--- config.mk ---
export PLATFORM = sky130hd
export DESIGN_NAME = fu_mul_pipe
export DESIGN_NICKNAME = d
export VERILOG_FILES = /design/src/rtl/fu_mul_pipe.sv
export SDC_FILE = /design/constraint.sdc
export NUM_CORES = 2
export LEC_CHECK = 0
export ABC_AREA = 1
export ABC_CLOCK_PERIOD_IN_PS = 19400
export BUFFER_PORTS_ARGS = -buffer_cell sky130_fd_sc_hd__buf_4
export CORE_MARGIN = 5
export CORE_UTILIZATION = 50
export DETAILED_ROUTE_END_ITERATION = 6
export PLACE_DENSITY = 0.66
export SYNTH_ARGS = -nofsm -noshare
export SYNTH_HDL_FRONTEND = slang
export SYNTH_SLANG_ARGS = --single-unit
--- constraint.sdc ---
create_clock -name clk -period 19.4 [get_ports clk]
set_input_delay 5.82 -clock clk [delete_from_list [all_inputs] [get_ports clk]]
set_output_delay 5.82 -clock clk [all_outputs]
set_load 0.05 [all_outputs]
--- src/rtl/fu_mul_pipe.sv ---
`default_nettype none
// ============================================================================
// Module   : fu_mul_pipe
// Brief    : Pipelined integer multiply functional unit (MUL/MULH/MULHSU/MULHU)
//            with LATENCY stages and valid/ready backpressure. Empty stages
//            are filled even when the output stage is stalled. The destination
//            tag and ROB index travel with each op through the pipeline.
//            Optional macro FU_MUL_EARLY_WAKEUP_EN adds early_valid and
//            early_dest_prn, which announce next cycle's output-stage op.
// Revision : 1.0 - initial release
// ============================================================================
module fu_mul_pipe #(
    parameter int XLEN    = 32,
    parameter int LATENCY = 2,    // 1..8
    parameter int PRN_W   = 7,
    parameter int ROB_W   = 5
) (
    input  logic             clk,
    input  logic             rst,
    input  logic             flush,
    input  logic             in_valid,
    output logic             in_ready,
    input  logic [XLEN-1:0]  in_op_a,
    input  logic [XLEN-1:0]  in_op_b,
    input  logic [1:0]       in_func,
    input  logic [PRN_W-1:0] in_dest_prn,
    input  logic [ROB_W-1:0] in_rob_entry,
    output logic             out_valid,
    input  logic             out_ready,
    output logic [XLEN-1:0]  out_result,
    output logic [PRN_W-1:0] out_dest_prn,
    output logic [ROB_W-1:0] out_rob_entry
`ifdef FU_MUL_EARLY_WAKEUP_EN
    ,
    output logic             early_valid,
    output logic [PRN_W-1:0] early_dest_prn
`endif
);

    localparam int C_LAST = LATENCY - 1;

    localparam logic [1:0] C_FUNC_MUL    = 2'b00;
    localparam logic [1:0] C_FUNC_MULH   = 2'b01;
    localparam logic [1:0] C_FUNC_MULHSU = 2'b10;

    // Per-stage state; index C_LAST is the output stage.
    logic [LATENCY-1:0] r_valid;
    logic [XLEN-1:0]    r_result [LATENCY];
    logic [PRN_W-1:0]   r_prn    [LATENCY];
    logic [ROB_W-1:0]   r_rob    [LATENCY];

    logic [LATENCY-1:0] w_free;
    logic               w_accept;
    logic               w_a_signed;
    logic               w_b_signed;
    logic [2*XLEN-1:0]  w_a_wide;
    logic [2*XLEN-1:0]  w_b_wide;
    logic [2*XLEN-1:0]  w_prod;
    logic [XLEN-1:0]    w_slice;

    // Stage k can take a new occupant when any stage from k to the output is
    // empty (that hole absorbs the shift) or the output is being consumed.
    // Written without a stage-to-stage chain to keep the logic flat.
    always_comb begin
        w_free = '0;
        for (int k = 0; k < LATENCY; k++) begin
            w_free[k] = out_ready;
            for (int j = k; j < LATENCY; j++) begin
                if (!r_valid[j]) begin
                    w_free[k] = 1'b1;
                end
            end
        end
    end

    assign in_ready = w_free[0];
    assign w_accept = in_valid && w_free[0] && !flush;

    // Operand extension and product slice selection. Sign-extending to
    // 2*XLEN and keeping the low 2*XLEN bits of the product is bit-exact
    // with the (XLEN+1)-bit signed multiply.
    always_comb begin
        w_a_signed = (in_func == C_FUNC_MULH) || (in_func == C_FUNC_MULHSU);
        w_b_signed = (in_func == C_FUNC_MULH);
        w_a_wide   = {{XLEN{w_a_signed & in_op_a[XLEN-1]}}, in_op_a};
        w_b_wide   = {{XLEN{w_b_signed & in_op_b[XLEN-1]}}, in_op_b};
        w_prod     = w_a_wide * w_b_wide;
        w_slice    = (in_func == C_FUNC_MUL) ? w_prod[XLEN-1:0]
                                             : w_prod[2*XLEN-1:XLEN];
    end

    // Stage registers: reset beats flush, flush beats accept/advance.
    // Data is only loaded when a live op moves in, so a stalled output holds.
    always_ff @(posedge clk) begin
        if (rst) begin
            r_valid <= '0;
            for (int k = 0; k < LATENCY; k++) begin
                r_result[k] <= '0;
                r_prn[k]    <= '0;
                r_rob[k]    <= '0;
            end
        end else if (flush) begin
            r_valid <= '0;
        end else begin
            if (w_free[0]) begin
                r_valid[0] <= w_accept;
                if (w_accept) begin
                    r_result[0] <= w_slice;
                    r_prn[0]    <= in_dest_prn;
                    r_rob[0]    <= in_rob_entry;
                end
            end
            for (int k = 1; k < LATENCY; k++) begin
                if (w_free[k]) begin
                    r_valid[k] <= r_valid[k-1];
                    if (r_valid[k-1]) begin
                        r_result[k] <= r_result[k-1];
                        r_prn[k]    <= r_prn[k-1];
                        r_rob[k]    <= r_rob[k-1];
                    end
                end
            end
        end
    end

    assign out_valid     = r_valid[C_LAST];
    assign out_result    = r_result[C_LAST];
    assign out_dest_prn  = r_prn[C_LAST];
    assign out_rob_entry = r_rob[C_LAST];

`ifdef FU_MUL_EARLY_WAKEUP_EN
    logic             w_early_valid;
    logic [PRN_W-1:0] w_early_prn;

    // Identify the op that will sit in the output stage next cycle.
    if (LATENCY == 1) begin : g_early_l1
        always_comb begin
            w_early_valid = w_accept;
            w_early_prn   = in_dest_prn;
        end
    end else begin : g_early_ln
        always_comb begin
            w_early_valid = 1'b0;
            w_early_prn   = '0;
            if (w_free[C_LAST]) begin
                w_early_valid = r_valid[C_LAST-1];
                w_early_prn   = r_prn[C_LAST-1];
            end else begin
                w_early_valid = r_valid[C_LAST];
                w_early_prn   = r_prn[C_LAST];
            end
        end
    end

    assign early_valid    = w_early_valid && !flush && !rst;
    assign early_dest_prn = early_valid ? w_early_prn : '0;
`endif

`ifndef SYNTHESIS
    // out_valid may only rise if an op was accepted or already in flight.
    a_rise_needs_op: assert property (@(posedge clk) disable iff (rst)
        $rose(out_valid) |-> $past(w_accept || (|r_valid)));

    // A stalled output keeps its payload until it is taken.
    a_hold_stable: assert property (@(posedge clk) disable iff (rst)
        (out_valid && !out_ready && !flush) |=>
            (out_valid && $stable(out_result) && $stable(out_dest_prn)
             && $stable(out_rob_entry)));
`endif

endmodule
`default_nettype wire

==> out/summary.txt <==
Outcome: complete, no violations
Share of the yosys chip area belonging to registers: 6.084%
Post_cts resized: 0
Worst Setup Start Kind: primary input
Synth async-reset ratio: 0%
Top area cells in the synthesized netlist: fa_1 (51%), inv_1 (15%), nand2_1 (12%), ha_1 (6.1%), edfxtp_1 (6.0%)
Area leader, netlist: fa_1
Tcrit/Tclk final: 74.35%
Slew margin rel.: 25.35%
WP buf/inv: 9
Clk sinks: 90
Critical setup path kind: primary input to register
Largest net degree at the start of global routing: 52
Post-synth top area share: 51.08%
Io pins: 129
Max Fclk: 0.06933 GHz
N_diodes: 0
Initial Utilization: 50.12%
ANT nets after route: 0
Setup TNS: 0 ns
Arrival time worst endpoint: 14.51 ns
Global route total overflow: 0
Die area: 94220 sq um
Root buffer cell: clkbuf_16
Sequential Area: 2683 sq um
Vias in the first global route: 37050
HP Class: register to register
Vias: 33690
RSZ-0062 raised after global routing: false
Synth cell types: 38
CTS tree: done
Drt total wl: 126.7 mm
Clk buf depth: 2
Vias per cell: 5.173
Antenna violations before repair: 2
P&R area growth vs syn: 3.215%
Global-route wire length before repair: 205.8 mm
Post-CTS Hold Buffers: 0
Max stage delay on crit path: 0.91 ns
Period minus WS final: 14.42 ns
CP Max Fanout: 36
WP data required: 19.49 ns
Worst-margin pin slew: 1.116 ns
Die H: 307.0 um
Cell types with the highest counts after synthesis: inv_1 (1727), nand2_1 (1421), fa_1 (1125)
First DRT Iteration DRCs: 2676
FP Rows: 109
Post-synth EDFFs: 88
CP max stage cell: fa_1
Kind of cell adding the most delay to the critical path: adder cells
Clock-pin slew on the worst setup and hold paths: 0.09 ns
Residual DRC: 0
Number of synthesized register bits: 90
Filler instances: 8448
Die Wd: 307.0 um
Cell area after synthesis: 44090 sq um
Clk_lat worst skew: 0.36 ns
WL per Instance: 19.45 um
Most used DFF post-synth: edfxtp_1
Max Cap Violations: 0
Post-Synthesis Cells: 5516
Detailed Routing Iterations Pass 1: 6
Post-DP HPWL: 103.0 mm
RD Place Congestion: 1.011
Syn_nets: 6938
Final Hold Vio Count: 0
Yosys warnings: 0
Avg Synthesized Cell Area: 7.993 sq um
IO buf count: 128
Area of the multi-input gates: 33540 sq um
Number of post-CTS setup repair buffers: 0
Share of layout cells above drive strength 1: 3.460%
Inst Count DP: 6496
Fin. max-slew vios: 0
Nets@finish: 6764
Post-Layout Cell Count: 6512
Total track usage: 27.82%
Worst Clk Skew: 0.02363 ns
Top-count cell post-synth: inv_1
Core area: 87970 sq um
H-tree levels: 3
Final setup vio count: 0
CTS buffer count: 9
Setup crit end kind: register
placed cells by master, fill, tap and decap left out, types with 2 or more instances in the layout:
master        n
o21ai_0      55
fa_1       1125
nor4_1        2
ha_1        214
o211ai_1      2
inv_6         2
nand3_2       3
bufinv_16     2
xnor2_1       2
nor2_1      240
nand3_1      95
nand2_1    1419
nand2_2       8
nor2_2        4
buf_4       135
o21a_1        2
a21o_1        2
a21oi_2       5
inv_1      1727
inv_2         3
nand4_1      23
xor2_1       12
dfxtp_1       2
o21bai_1     16
nor3_1        7
o21ai_1       6
clkbuf_16     9
or2_2         8
edfxtp_1     88
a21oi_1     120
cell type report:
class | instances | area share (%)
Sequential cell | 90 | 5.895
Clock buffer | 9 | 0.4949
Clock inverter | 7 | 0.2172
Tap cell | 1165 | 3.203
Timing Repair Buffer | 135 | 2.227
Multi-Input combinational cell | 3376 | 73.69
Inverter | 1730 | 14.27
metrics by stage:
step           setup WS, ns  instance area (sq um)  hold slack [ns]  util [%]
5_1_grt               4.582                  45510           0.5693     51.73
4_1_cts               5.068                  45510           0.5135     51.73
3_3_place_gp          4.800                  45180           0.4938     51.37
2_1_floorplan         6.163                  44090           0.4636         -
3_5_place_dp          4.679                  45180           0.4930     51.37
6_report              4.976                  45510           0.5118     51.73
worst paths after layout:
check	depth (start not counted)	startpoint	end	slack (ns)
worst max-delay path	29	in_op_a[31]	r_result[0][31]$_SDFFCE_PN0P_	4.98
worst max register to register	8	r_valid[1]$_SDFFE_PP0N_	r_result[0][7]$_SDFFCE_PN0P_	16.66
worst min-delay path	2	r_valid[0]$_SDFFE_PP0N_	r_valid[1]$_SDFFE_PP0N_	0.51
worst min register to register	2	r_valid[0]$_SDFFE_PP0N_	r_valid[1]$_SDFFE_PP0N_	0.51
state kept, by name, indices dropped and copies added, names as in the netlist:
signal	count
r_prn	14
r_rob	10
r_valid	2
r_result	64
worst min-delay path, cell delays in order, from the launching register on:
cell     delay [ns]
dfxtp_1        0.32
nor2_1         0.10
nor2_1         0.05
cells by family after synthesis:
logic type                 share of synthesized area, %
AOI/OAI and AO/OA                                 2.562
xor gates and xnor gates                         0.2781
adders and majority gates                         57.15
buffers and inverters                             17.86
DFF                                               6.084
and+or+nand+nor                                   16.06
per-layer routing:
| layer | GRT usage (%) | vias to the layer above | wire length, um |
|---|---|---|---|
| met5 | 0 | - | 12 |
| met4 | 7.623 | 2 | 4199 |
| met3 | 4.167 | 233 | 9934 |
| met2 | 47.92 | 1368 | 61830 |
| met1 | 37.13 | 17210 | 50700 |
| li1 | - | 14870 | - |
Power is left out: the tool's default activity adds up to more than one toggle a clock period on the data nets, which glitch-free logic cannot reach.
